`src/rtl/mac_seq_pkg.sv`:
```
// Shared defaults and state encoding for the MAC sequencer.
package mac_seq_pkg;

  localparam int N_COEF = 8;
  localparam int A_W    = 16;
  localparam int B_W    = 16;
  localparam int C_W    = 32;

  typedef enum logic [1:0] {
    S_IDLE = 2'd0,
    S_RUN  = 2'd1,
    S_DONE = 2'd2
  } state_t;

endpackage

```
`src/rtl/mac_coef_rf.sv`:
```
// Coefficient register file: reset-preset to i+1, written only while idle,
// read combinationally so the current MAC step sees the indexed entry at once.
module mac_coef_rf #(
  parameter int N_COEF = mac_seq_pkg::N_COEF,
  parameter int A_W    = mac_seq_pkg::A_W,
  parameter int IDX_W  = $clog2(N_COEF)
) (
  input  logic             clk,
  input  logic             rst_n,
  input  logic             wr_en,
  input  logic             idle,
  input  logic [IDX_W-1:0] wr_addr,
  input  logic [A_W-1:0]   wr_data,
  input  logic [IDX_W-1:0] rd_idx,
  output logic [A_W-1:0]   rd_data
);

  logic [A_W-1:0]    coef_reg [N_COEF];
  logic [N_COEF-1:0] we;

  // Per-entry write decode; writes outside IDLE are simply dropped.
  genvar gi;
  generate
    for (gi = 0; gi < N_COEF; gi++) begin : g_we
      assign we[gi] = wr_en && idle && (wr_addr == IDX_W'(gi));
    end
  endgenerate

  // Storage update: reset reloads the ramp 1..N_COEF, otherwise decoded writes.
  always_ff @(posedge clk) begin
    for (int i = 0; i < N_COEF; i++) begin
      if (!rst_n) begin
        coef_reg[i] <= A_W'(i + 1);
      end else if (we[i]) begin
        coef_reg[i] <= wr_data;
      end
    end
  end

  assign rd_data = coef_reg[rd_idx];

endmodule

```
`src/rtl/mac_seq_ctrl.sv`:
```
// Clocked multiply-accumulate sequencer: one coefficient*operand step per
// clock, start/ready request handshake and valid/ready result handshake.
module mac_seq_ctrl #(
  parameter int N_COEF = mac_seq_pkg::N_COEF,
  parameter int A_W    = mac_seq_pkg::A_W,
  parameter int B_W    = mac_seq_pkg::B_W,
  parameter int C_W    = mac_seq_pkg::C_W,
  parameter int IDX_W  = $clog2(N_COEF)
) (
  input  logic             clk,
  input  logic             rst_n,
  input  logic             wr_en,
  input  logic [IDX_W-1:0] wr_addr,
  input  logic [A_W-1:0]   wr_data,
  input  logic             start,
  output logic             start_ready,
  input  logic [B_W-1:0]   b_in,
  output logic             busy,
  output logic [C_W-1:0]   result,
  output logic             result_valid,
  input  logic             result_ready
);

  import mac_seq_pkg::*;

  state_t             state_reg, state_next;
  logic [IDX_W-1:0]   idx_reg, idx_next;
  logic [C_W-1:0]     acc_reg, acc_next;
  logic [C_W-1:0]     result_reg, result_next;
  logic [B_W-1:0]     b_reg, b_next;
  logic [A_W-1:0]     coef;
  logic [A_W+B_W-1:0] prod;
  logic [C_W-1:0]     prod_c;
  logic [C_W-1:0]     acc_sum;
  logic               idle;
  logic               last_step;

  assign idle = (state_reg == S_IDLE);

  mac_coef_rf #(
    .N_COEF (N_COEF),
    .A_W    (A_W),
    .IDX_W  (IDX_W)
  ) u_coef_rf (
    .clk     (clk),
    .rst_n   (rst_n),
    .wr_en   (wr_en),
    .idle    (idle),
    .wr_addr (wr_addr),
    .wr_data (wr_data),
    .rd_idx  (idx_reg),
    .rd_data (coef)
  );

  // Full-width unsigned product, then resized to the accumulator width;
  // the accumulate wraps modulo 2^C_W with no saturation.
  assign prod      = {{B_W{1'b0}}, coef} * {{A_W{1'b0}}, b_reg};
  assign prod_c    = C_W'(prod);
  assign acc_sum   = acc_reg + prod_c;
  assign last_step = (idx_reg == IDX_W'(N_COEF - 1));

  // Next-state, datapath and result capture.
  always_comb begin
    state_next  = state_reg;
    idx_next    = idx_reg;
    acc_next    = acc_reg;
    b_next      = b_reg;
    result_next = result_reg;
    case (state_reg)
      S_IDLE: begin
        if (start) begin
          b_next     = b_in;
          acc_next   = '0;
          idx_next   = '0;
          state_next = S_RUN;
        end
      end
      S_RUN: begin
        acc_next = acc_sum;
        if (last_step) begin
          result_next = acc_sum;
          state_next  = S_DONE;
        end else begin
          idx_next = idx_reg + 1'b1;
        end
      end
      S_DONE: begin
        if (result_ready) begin
          state_next = S_IDLE;
        end
      end
      default: state_next = S_IDLE;
    endcase
  end

  // State and datapath registers; reset also aborts any operation in flight.
  always_ff @(posedge clk) begin
    if (!rst_n) begin
      state_reg  <= S_IDLE;
      idx_reg    <= '0;
      acc_reg    <= '0;
      b_reg      <= '0;
      result_reg <= '0;
    end else begin
      state_reg  <= state_next;
      idx_reg    <= idx_next;
      acc_reg    <= acc_next;
      b_reg      <= b_next;
      result_reg <= result_next;
    end
  end

  assign start_ready  = idle;
  assign busy         = (state_reg == S_RUN) || (state_reg == S_DONE);
  assign result_valid = (state_reg == S_DONE);
  assign result       = result_reg;

endmodule

```
`config.mk`:
```
export PLATFORM = sky130hd
export DESIGN_NAME = mac_seq_ctrl
export DESIGN_NICKNAME = d
export VERILOG_FILES = /design/src/rtl/mac_seq_pkg.sv /design/src/rtl/mac_coef_rf.sv /design/src/rtl/mac_seq_ctrl.sv
export SDC_FILE = /design/constraint.sdc
export NUM_CORES = 1
export LEC_CHECK = 0
export ABC_AREA = 1
export BUFFER_PORTS_ARGS = -buffer_cell sky130_fd_sc_hd__buf_2
export CAP_MARGIN = 20
export CORE_UTILIZATION = 65
export CTS_CLUSTER_SIZE = 30
export DETAILED_ROUTE_END_ITERATION = 10
export PLACE_DENSITY = 0.91
export SLEW_MARGIN = 40
export SYNTH_ARGS = -nofsm -noshare
export SYNTH_HDL_FRONTEND = slang
export SYNTH_SLANG_ARGS = --single-unit
```
`constraint.sdc`:
```
create_clock -name clk -period 16.9 [get_ports clk]
set_input_delay 1.69 -clock clk [delete_from_list [all_inputs] [get_ports clk]]
set_output_delay 1.69 -clock clk [all_outputs]
set_load 0.01 [all_outputs]
```
### Word-level counts from Yosys, hierarchy flattened

Memory sizes are Yosys's and may differ from the RTL's. A register that Yosys moved wholly into a read port is not among the register bits.
Index checks and enable logic that the tools add are counted.

* add/sub/neg operators: 2
* multiply operators: 1
* equal/unequal tests: 14
* muxes and demuxes: 44
* bitwise operators: 8
* reduce and logical (&&, ||, !) cells: 18

Operator list (count)
* $mux 16: 8
* $pmux 32 s2: 1
* $add 32x32->32: 1
* $mul 16x16->32: 1
* $mux 32: 1
* $mux 1: 25
* $eq 3x3->1 const B: 5
* $mux 3: 4
* $logic_and 1x1->1: 9
* $or 1x1->1: 8
* $eq 3x2->1 const B: 2
* $mux 2: 3
* $ne 2x2->1 const B: 3
* $pmux 2 s3: 1
* $pmux 3 s2: 1
* $reduce_and 2->1: 3
* $reduce_and 3->1: 2
* $add 3x1->3 const B: 1
* $eq 3x1->1 const B: 1
* $logic_not 3->1: 1
* $eq 2x1->1 const B: 1
* $eq 2x2->1 const B: 1
* $logic_not 2->1: 1
* $ne 2x1->1 const B: 1
* other kinds (2): 2

* bits in registers: 85
* RAM bits: 128
* input port bits: 40
* output and inout bits: 35
* word-level logic and storage cells: 93
* memories: 1

Memories
* u_coef_rf.coef_reg: words 8, width 16, rd ports 1, clocked after Yosys merged registers in 1, write ports 8, RTL line mac_coef_rf.sv:18 `logic [A_W-1:0] coef_reg [N_COEF];`

### Depth between registers and ports, before layout

Gate-level depths: netlist (run 1).

* depth after elaboration: 7
* depth in mapped cells: 33
* mapped depth without buffers: 31

### Modules after synthesis

Synthesis (run 1) repeated with hierarchy kept, for this count alone.

* cells, all modules: 2658
* area total of the unflattened synthesis: 19867.8 sq um

By module, submodules not included
* mac_seq_ctrl: instances 1, cells each 1912, area each 13469.2 sq um, seq. area each 1701.6 sq um
* mac_coef_rf: instances 1, cells each 746, area each 6398.6 sq um, seq. area each 3843.7 sq um

### Worst setup path after synthesis (run 1)

OpenSTA, ideal clock, no wires.

* path type: register to register
* from: register with a tool-made name
* to: register result_reg[30], in the netlist result[30]
* library setup time: 0.109 ns
* data arrival time: 5.498 ns
* data required time: 16.791 ns
* path slack: 11.293 ns
* cell stages (with the launch flop): 29
* path buffers: 2
* period minus slack after synthesis: 5.607 ns
* cell sequence: dfxtp_1 buf_6 buf_6 o21ai_0 o221ai_1 nand2_2 inv_2 nand2_1 fa_1 fa_1 inv_1 fa_1 inv_1 fa_1 fa_1 fa_1 inv_1 ha_1 nand2_1 nor2_1 nand3_1 nand3b_1 nand2_1 nand2_1 nand2_1 nand2_1 nand2_1 nand2_1 inv_1

RTL lines
* to (signal assigned): RTL line mac_seq_ctrl.sv:109 `result_reg <= result_next;`
* to (decl): RTL line mac_seq_ctrl.sv:29 `logic [C_W-1:0] result_reg, result_next;`

==> summary.md, run 1 <==
| Metric | Value |
|---|---|
| Nets@finish | 2,670 |
| Worst-path maximum fanout | 65 |
| CP Launch Type | register |
| Dpl cells | 2,653 |
| Initial antenna violation count | 0 |
| Sequential-to-total area share from yosys stat | 29.7% |
| Io pins | 75 |
| Clk sink count | 216 |
| Post-CTS Hold Fix Bufs | 0 |
| Critical Path RT | 17.35 ns |
| #FFs+latches synth | 216 |
| Die area | 0.0297 mm^2 |
| Max FFs per register | 128 |
| CP peak stage delay | 0.53 ns |
| Clock Pin Slew Worst Setup and Hold Paths | 0.06 ns |
| Netlist cell types | 35 |
| Synth Flop Type | edfxtp_1 |
| H-tree depth | 1 |
| FILL cells | 2,127 |
| Post_cts resized | 0 |
| Status | complete, no violations |
| Rows | 61 |
| RSZ-0062 raised after global routing | false |
| Total CTS buffers | 24 |
| Mapped Cells | 2,269 |
| Post-Layout Cell Count | 2,696 |
| Starting Density | 67.0% |
| Most common cell in the synthesized netlist | inv_1 |
| Final setup violating endpoints | 0 |
| WL final | 53,500 um |
| Setup TNS | 0 ns |
| Critical Path Slowest Stage Cell | fa_1 |
| Antenna Cells | 0 |
| CORE AREA | 0.0282 mm^2 |
| Vias in the first global route | 15,650 |
| Post-CTS Setup Inserts | 0 |
| Count of pins over their slew limit | 0 |
| Worst skew pair latency | 0.56 ns |
| Layout cells sized above 1 | 6.90% |
| Grt ovf | 0 |
| Area leader, netlist | fa_1 |
| Layout area overhead | 6.73% |
| Area contributors post-synth | fa_1 24%, edfxtp_1 20%, inv_1 10% |
| Hold crit path type | register to register |
| Final hold vios | 0 |
| Tot GR Track Use | 38.4% |
| Kind of critical path | register to register |
| Root buffer cell | clkbuf_16 |
| Skew final | 0.0369 ns |
| Buffers added on ports | 74 |
| Synth cell count leaders | 515 x inv_1, 457 x nand2_1, 346 x nor2_1 |
| Largest net degree at the start of global routing | 66 |
| DRC viols | 0 |
| Tcrit/Tclk final | 44.2% |
| Drt first pass iters | 6 |
| Worst rel slew slack | 48.4% |
| First DRT Iteration DRCs | 1,597 |
| Worst Setup End Kind | register |
| Syn_nets | 2,638 |
| Share of the synthesized area in the top cell type | 23.9% |
| Final Util | 71.5% |
| Period minus WS final | 7.47 ns |
| Post-synth EDFFs | 128 |
| First-pass GRT wire length | 85,100 um |
| GP Congestion | 1.02 |
| Die Span Y | 172 um |
| Number of routed nets with antenna violations | 0 |
| Via/cell ratio | 5.71 |
| Post-DP HPWL | 40,000 um |
| Worst Path Arrival | 7.92 ns |
| Synthesized area per cell | 8.31 um^2 |
| Max Freq | 0.134 GHz |
| CTS Buffer Depth | 3 |
| Actual slew at the worst max-slew pin | 0.772 ns |
| Buf/Inv on CP | 8 |
| Detailed-route via count | 15,402 |
| Die X-Extent | 172 um |
| CTS tree | done |
| WHS | 0.466 ns |
| Post-Synthesis Cell Area | 0.0189 mm^2 |
| Worst path top cell family by delay | adder cells |
| Wirelength per Cell | 19.9 um |
| YS warnings | 0 |
| Asr flop ratio synth | 0% |
| Max-capacitance violation count | 0 |
final cells by class:
| cell class | instances | area [um^2] | area share, % |
|---|---|---|---|
| sequential | 216 | 5610 | 27.9 |
| tap | 378 | 473 | 2.35 |
| clock inverter | 9 | 129 | 0.640 |
| clock buffer | 34 | 642 | 3.19 |
| inverter | 532 | 2000 | 9.96 |
| multi-input combinational | 1443 | 10800 | 53.8 |
| timing repair buffer | 84 | 449 | 2.23 |
tightest hold or removal path, stage by stage, from the launching register on:
cell	delay, ns
dfxtp_1	0.31
nand2_1	0.06
a21oi_1	0.05
final timing paths:
path | startpoint | end | slack (ns) | depth (start not counted)
worst max-delay path | register | acc_reg[15] | 9.43 | 26
worst min-delay path | acc_reg[13] | acc_reg[13] | 0.47 | 2
worst max register to register | register | acc_reg[15] | 9.43 | 26
worst min register to register | acc_reg[13] | acc_reg[13] | 0.47 | 2
through the flow:
| step | setup slack [ns] | area, um^2 |
|---|---|---|
| global placement | 9.23 | 19300 |
| detailed placement | 9.53 | 19300 |
| floorplan | 11.29 | 18900 |
| global route | 9.16 | 20100 |
| CTS | 9.38 | 20100 |
| finish | 9.43 | 20100 |
layout by cell type (no fill, tap or decap), types with 3 or more instances in the layout:
| master | count |
|---|---|
| xor2_1 | 15 |
| o21ai_0 | 78 |
| fa_1 | 225 |
| a21o_1 | 8 |
| clkbuf_1 | 9 |
| clkbuf_16 | 24 |
| nor2_1 | 346 |
| inv_1 | 512 |
| nand2_1 | 452 |
| inv_2 | 14 |
| clkinv_1 | 3 |
| mux2i_1 | 32 |
| edfxtp_1 | 128 |
| nand2_2 | 17 |
| nand3_1 | 33 |
| inv_4 | 3 |
| o221ai_1 | 33 |
| clkinv_2 | 3 |
| nand3b_1 | 7 |
| buf_4 | 9 |
| a21oi_1 | 72 |
| buf_2 | 74 |
| dfxtp_1 | 87 |
| nand4_1 | 5 |
| o21ai_1 | 3 |
| ha_1 | 104 |
kinds of logic after synthesis:
family          share of synthesized area (%)
simple gates                             18.0
buf+inv                                  12.9
compound gates                           6.04
mux                                      1.70
fa+ha+maj                                30.8
flops                                    29.7
xor+xnor                                0.790
per-layer routing:
metal | track usage, % | vias to the layer above | part of all wire, %
met4 | 13.3 | 0 | 3.6
met5 | 0 | - | 0
met3 | 10.0 | 150 | 13
li1 | - | 6885 | -
met1 | 52.9 | 7348 | 39
met2 | 59.0 | 1019 | 44
Power of run 1 is not shown: default switching activity piles up to over one toggle a cycle in this logic, so the estimate is an artifact.
==> inputs of run 2 (changes only) <==
--- a/config.mk
+++ b/config.mk
@@ -8,10 +8,10 @@
 export ABC_AREA = 1
 export BUFFER_PORTS_ARGS = -buffer_cell sky130_fd_sc_hd__buf_2
 export CAP_MARGIN = 20
-export CORE_UTILIZATION = 65
+export CORE_UTILIZATION = 64
 export CTS_CLUSTER_SIZE = 30
 export DETAILED_ROUTE_END_ITERATION = 10
-export PLACE_DENSITY = 0.91
+export PLACE_DENSITY = 0.9
 export SLEW_MARGIN = 40
 export SYNTH_ARGS = -nofsm -noshare
 export SYNTH_HDL_FRONTEND = slang
==> constraint.sdc (replaced) <==
create_clock -name clk -period 7.5 [get_ports clk]
set_input_delay 0.75 -clock clk [delete_from_list [all_inputs] [get_ports clk]]
set_output_delay 0.75 -clock clk [all_outputs]
set_load 0.01 [all_outputs]
==> run 2 against run 1 <==
  * Final cell count rose by 0.63%
  * Die area rose by 1.5%
  * Sequential share of layout area fell by 0.18 points
  * Global-route usage fell by 1.7 points
  * Fmax rose by 7.2%
  * Flip-flop and latch count did not move
  * Worst setup slack got worse by 8.9 ns
  * Register-to-register slack got worse by 8.9 ns
  * Critical path depth fell by 3
  * Clock skew fell by 0.014 ns
  * Non-clock buffer count rose by 9
==> summary.md, run 2 (same netlist as run 1, synthesis figures left out) <==
| Metric | Value |
|---|---|
| Status | complete, no violations |
| RSZ-0062 raised after global routing | false |
| Initial antenna violation count | 0 |
| Die Span Y | 174 um |
| Buffers added on ports | 74 |
| Dpl cells | 2,668 |
| Starting Density | 65.4% |
| R2R cell count | 23 |
| Hold_sp | acc_reg[6] |
| Layout cells sized above 1 | 7.30% |
| Detailed-route via count | 15,554 |
| GP Congestion | 1.02 |
| Hold crit path type | register to register |
| R2R Path End | acc_reg[14] |
| Die X-Extent | 174 um |
| Post-DP HPWL | 41,100 um |
| Setup TNS | 0 ns |
| CTS tree | done |
| Post-Layout Cell Count | 2,713 |
| Io pins | 75 |
| Worst skew pair latency | 0.55 ns |
| CORE AREA | 0.0289 mm^2 |
| Die area | 0.0302 mm^2 |
| Post-CTS Hold Fix Bufs | 0 |
| Drt first pass iters | 6 |
| Max Freq | 0.144 GHz |
| Layout area overhead | 7.44% |
| Wirelength per Cell | 19.8 um |
| Tot GR Track Use | 36.7% |
| Final setup violating endpoints | 0 |
| Rows | 62 |
| First DRT Iteration DRCs | 1,812 |
| Via/cell ratio | 5.73 |
| Nets@finish | 2,680 |
| CTS Buffer Depth | 3 |
| Worst path depth | 23 |
| Antenna Cells | 0 |
| Clock Pin Slew Worst Setup and Hold Paths | 0.06 ns |
| R2r setup slk | 0.54 ns |
| Skew final | 0.0233 ns |
| Number of routed nets with antenna violations | 0 |
| Most frequent cells in the layout | 514 x inv_1, 452 x nand2_1, 346 x nor2_1 |
| Max FFs per register | 128 |
| Period minus WS final | 6.96 ns |
| FILL cells | 2,201 |
| CP peak stage delay | 0.61 ns |
| Clk sink count | 216 |
| Largest net degree at the start of global routing | 65 |
| Total CTS buffers | 25 |
| WL final | 53,700 um |
| Count of pins over their slew limit | 0 |
| Worst rel slew slack | 51.7% |
| Worst Setup End Kind | register |
| Hold Path Stages | 2 |
| Worst-path cell chain | buf_4 -> mux2i_1 -> o221ai_1 -> nand2_2 -> inv_2 -> nand2_1 -> fa_1 -> fa_1 -> inv_1 -> fa_1 -> inv_1 -> fa_1 -> fa_1 -> fa_1 -> inv_1 -> ha_1 -> nand2_1 -> nor2_1 -> nand3_1 -> nand3b_1 -> xor2_1 -> nand2_1 -> a21oi_1 |
| Root buffer cell | clkbuf_16 |
| Actual slew at the worst max-slew pin | 0.723 ns |
| Post-CTS Setup Inserts | 0 |
| Hold Path Sink | acc_reg[6] |
| Vias in the first global route | 15,637 |
| DRC viols | 0 |
| Kind of critical path | register to register |
| Most common cell after layout, fill and taps aside | inv_1 |
| CP Launch Type | register |
| Tcrit/Tclk final | 92.9% |
| Max-capacitance violation count | 0 |
| Worst path top cell family by delay | adder cells |
| Most frequent CP cell | fa_1 |
| Final hold vios | 0 |
| Worst Path Arrival | 7.44 ns |
| Critical Path Slowest Stage Cell | fa_1 |
| Worst-path maximum fanout | 13 |
| First-pass GRT wire length | 84,600 um |
| Grt ovf | 0 |
| H-tree depth | 1 |
| Post_cts resized | 0 |
| Critical Path RT | 7.97 ns |
| Buf/Inv on CP | 5 |
run 2: cell types whose count changed in the layout (fill, tap and decap cells not counted), sizes merged:
cell and change:
clkbuf -2, clkinv +3, inv +2, clkinvlp -1, buf +9
run 2: worst min-delay path, cell delays in order, from the launching register on:
cell     delay (ns)
dfxtp_1        0.31
nand2_1        0.06
a21oi_1        0.06
run 2: final cells by class:
cell class	count	area, um^2	share of cell area (%)
multi-input cells	1443	10800	53.4
flip-flops and latches	216	5610	27.7
inverters	532	2000	9.88
clock buffers	32	672	3.32
repair buffers	93	541	2.67
well taps	384	480	2.37
clock inverters	13	136	0.673
run 2: layer usage:
layer	up-vias	share of wire, %	global-route usage, %
li1	6919	-	-
met2	1052	44	55.9
met1	7418	38	49.9
met3	165	14	11.4
met5	-	0	0
met4	0	3.8	13.2
run 2: worst max path at each step:
stage	startpoint	endpoint	slack [ns]
finish	register	acc_reg[14]	0.54
global route	register	acc_reg[18]	0.25
CTS	register	acc_reg[14]	0.69
detailed placement	register	acc_reg[14]	0.73
global placement	register	result[22]	0.81
floorplan	register	result[30]	1.89
run 2: stage by stage:
stage                     hold WS (ns)  setup slack (ns)  instance area (um^2)  utilization, %
after floorplan                  0.444              1.89                 18900               -
after global placement           0.455             0.812                 19400            67.4
after detailed placement         0.461             0.733                 19400            67.4
after CTS                        0.470             0.695                 20200            70.2
after global routing             0.498             0.255                 20300            70.2
final                            0.473             0.535                 20300            70.2
Power of run 2 is left out for the same reason.
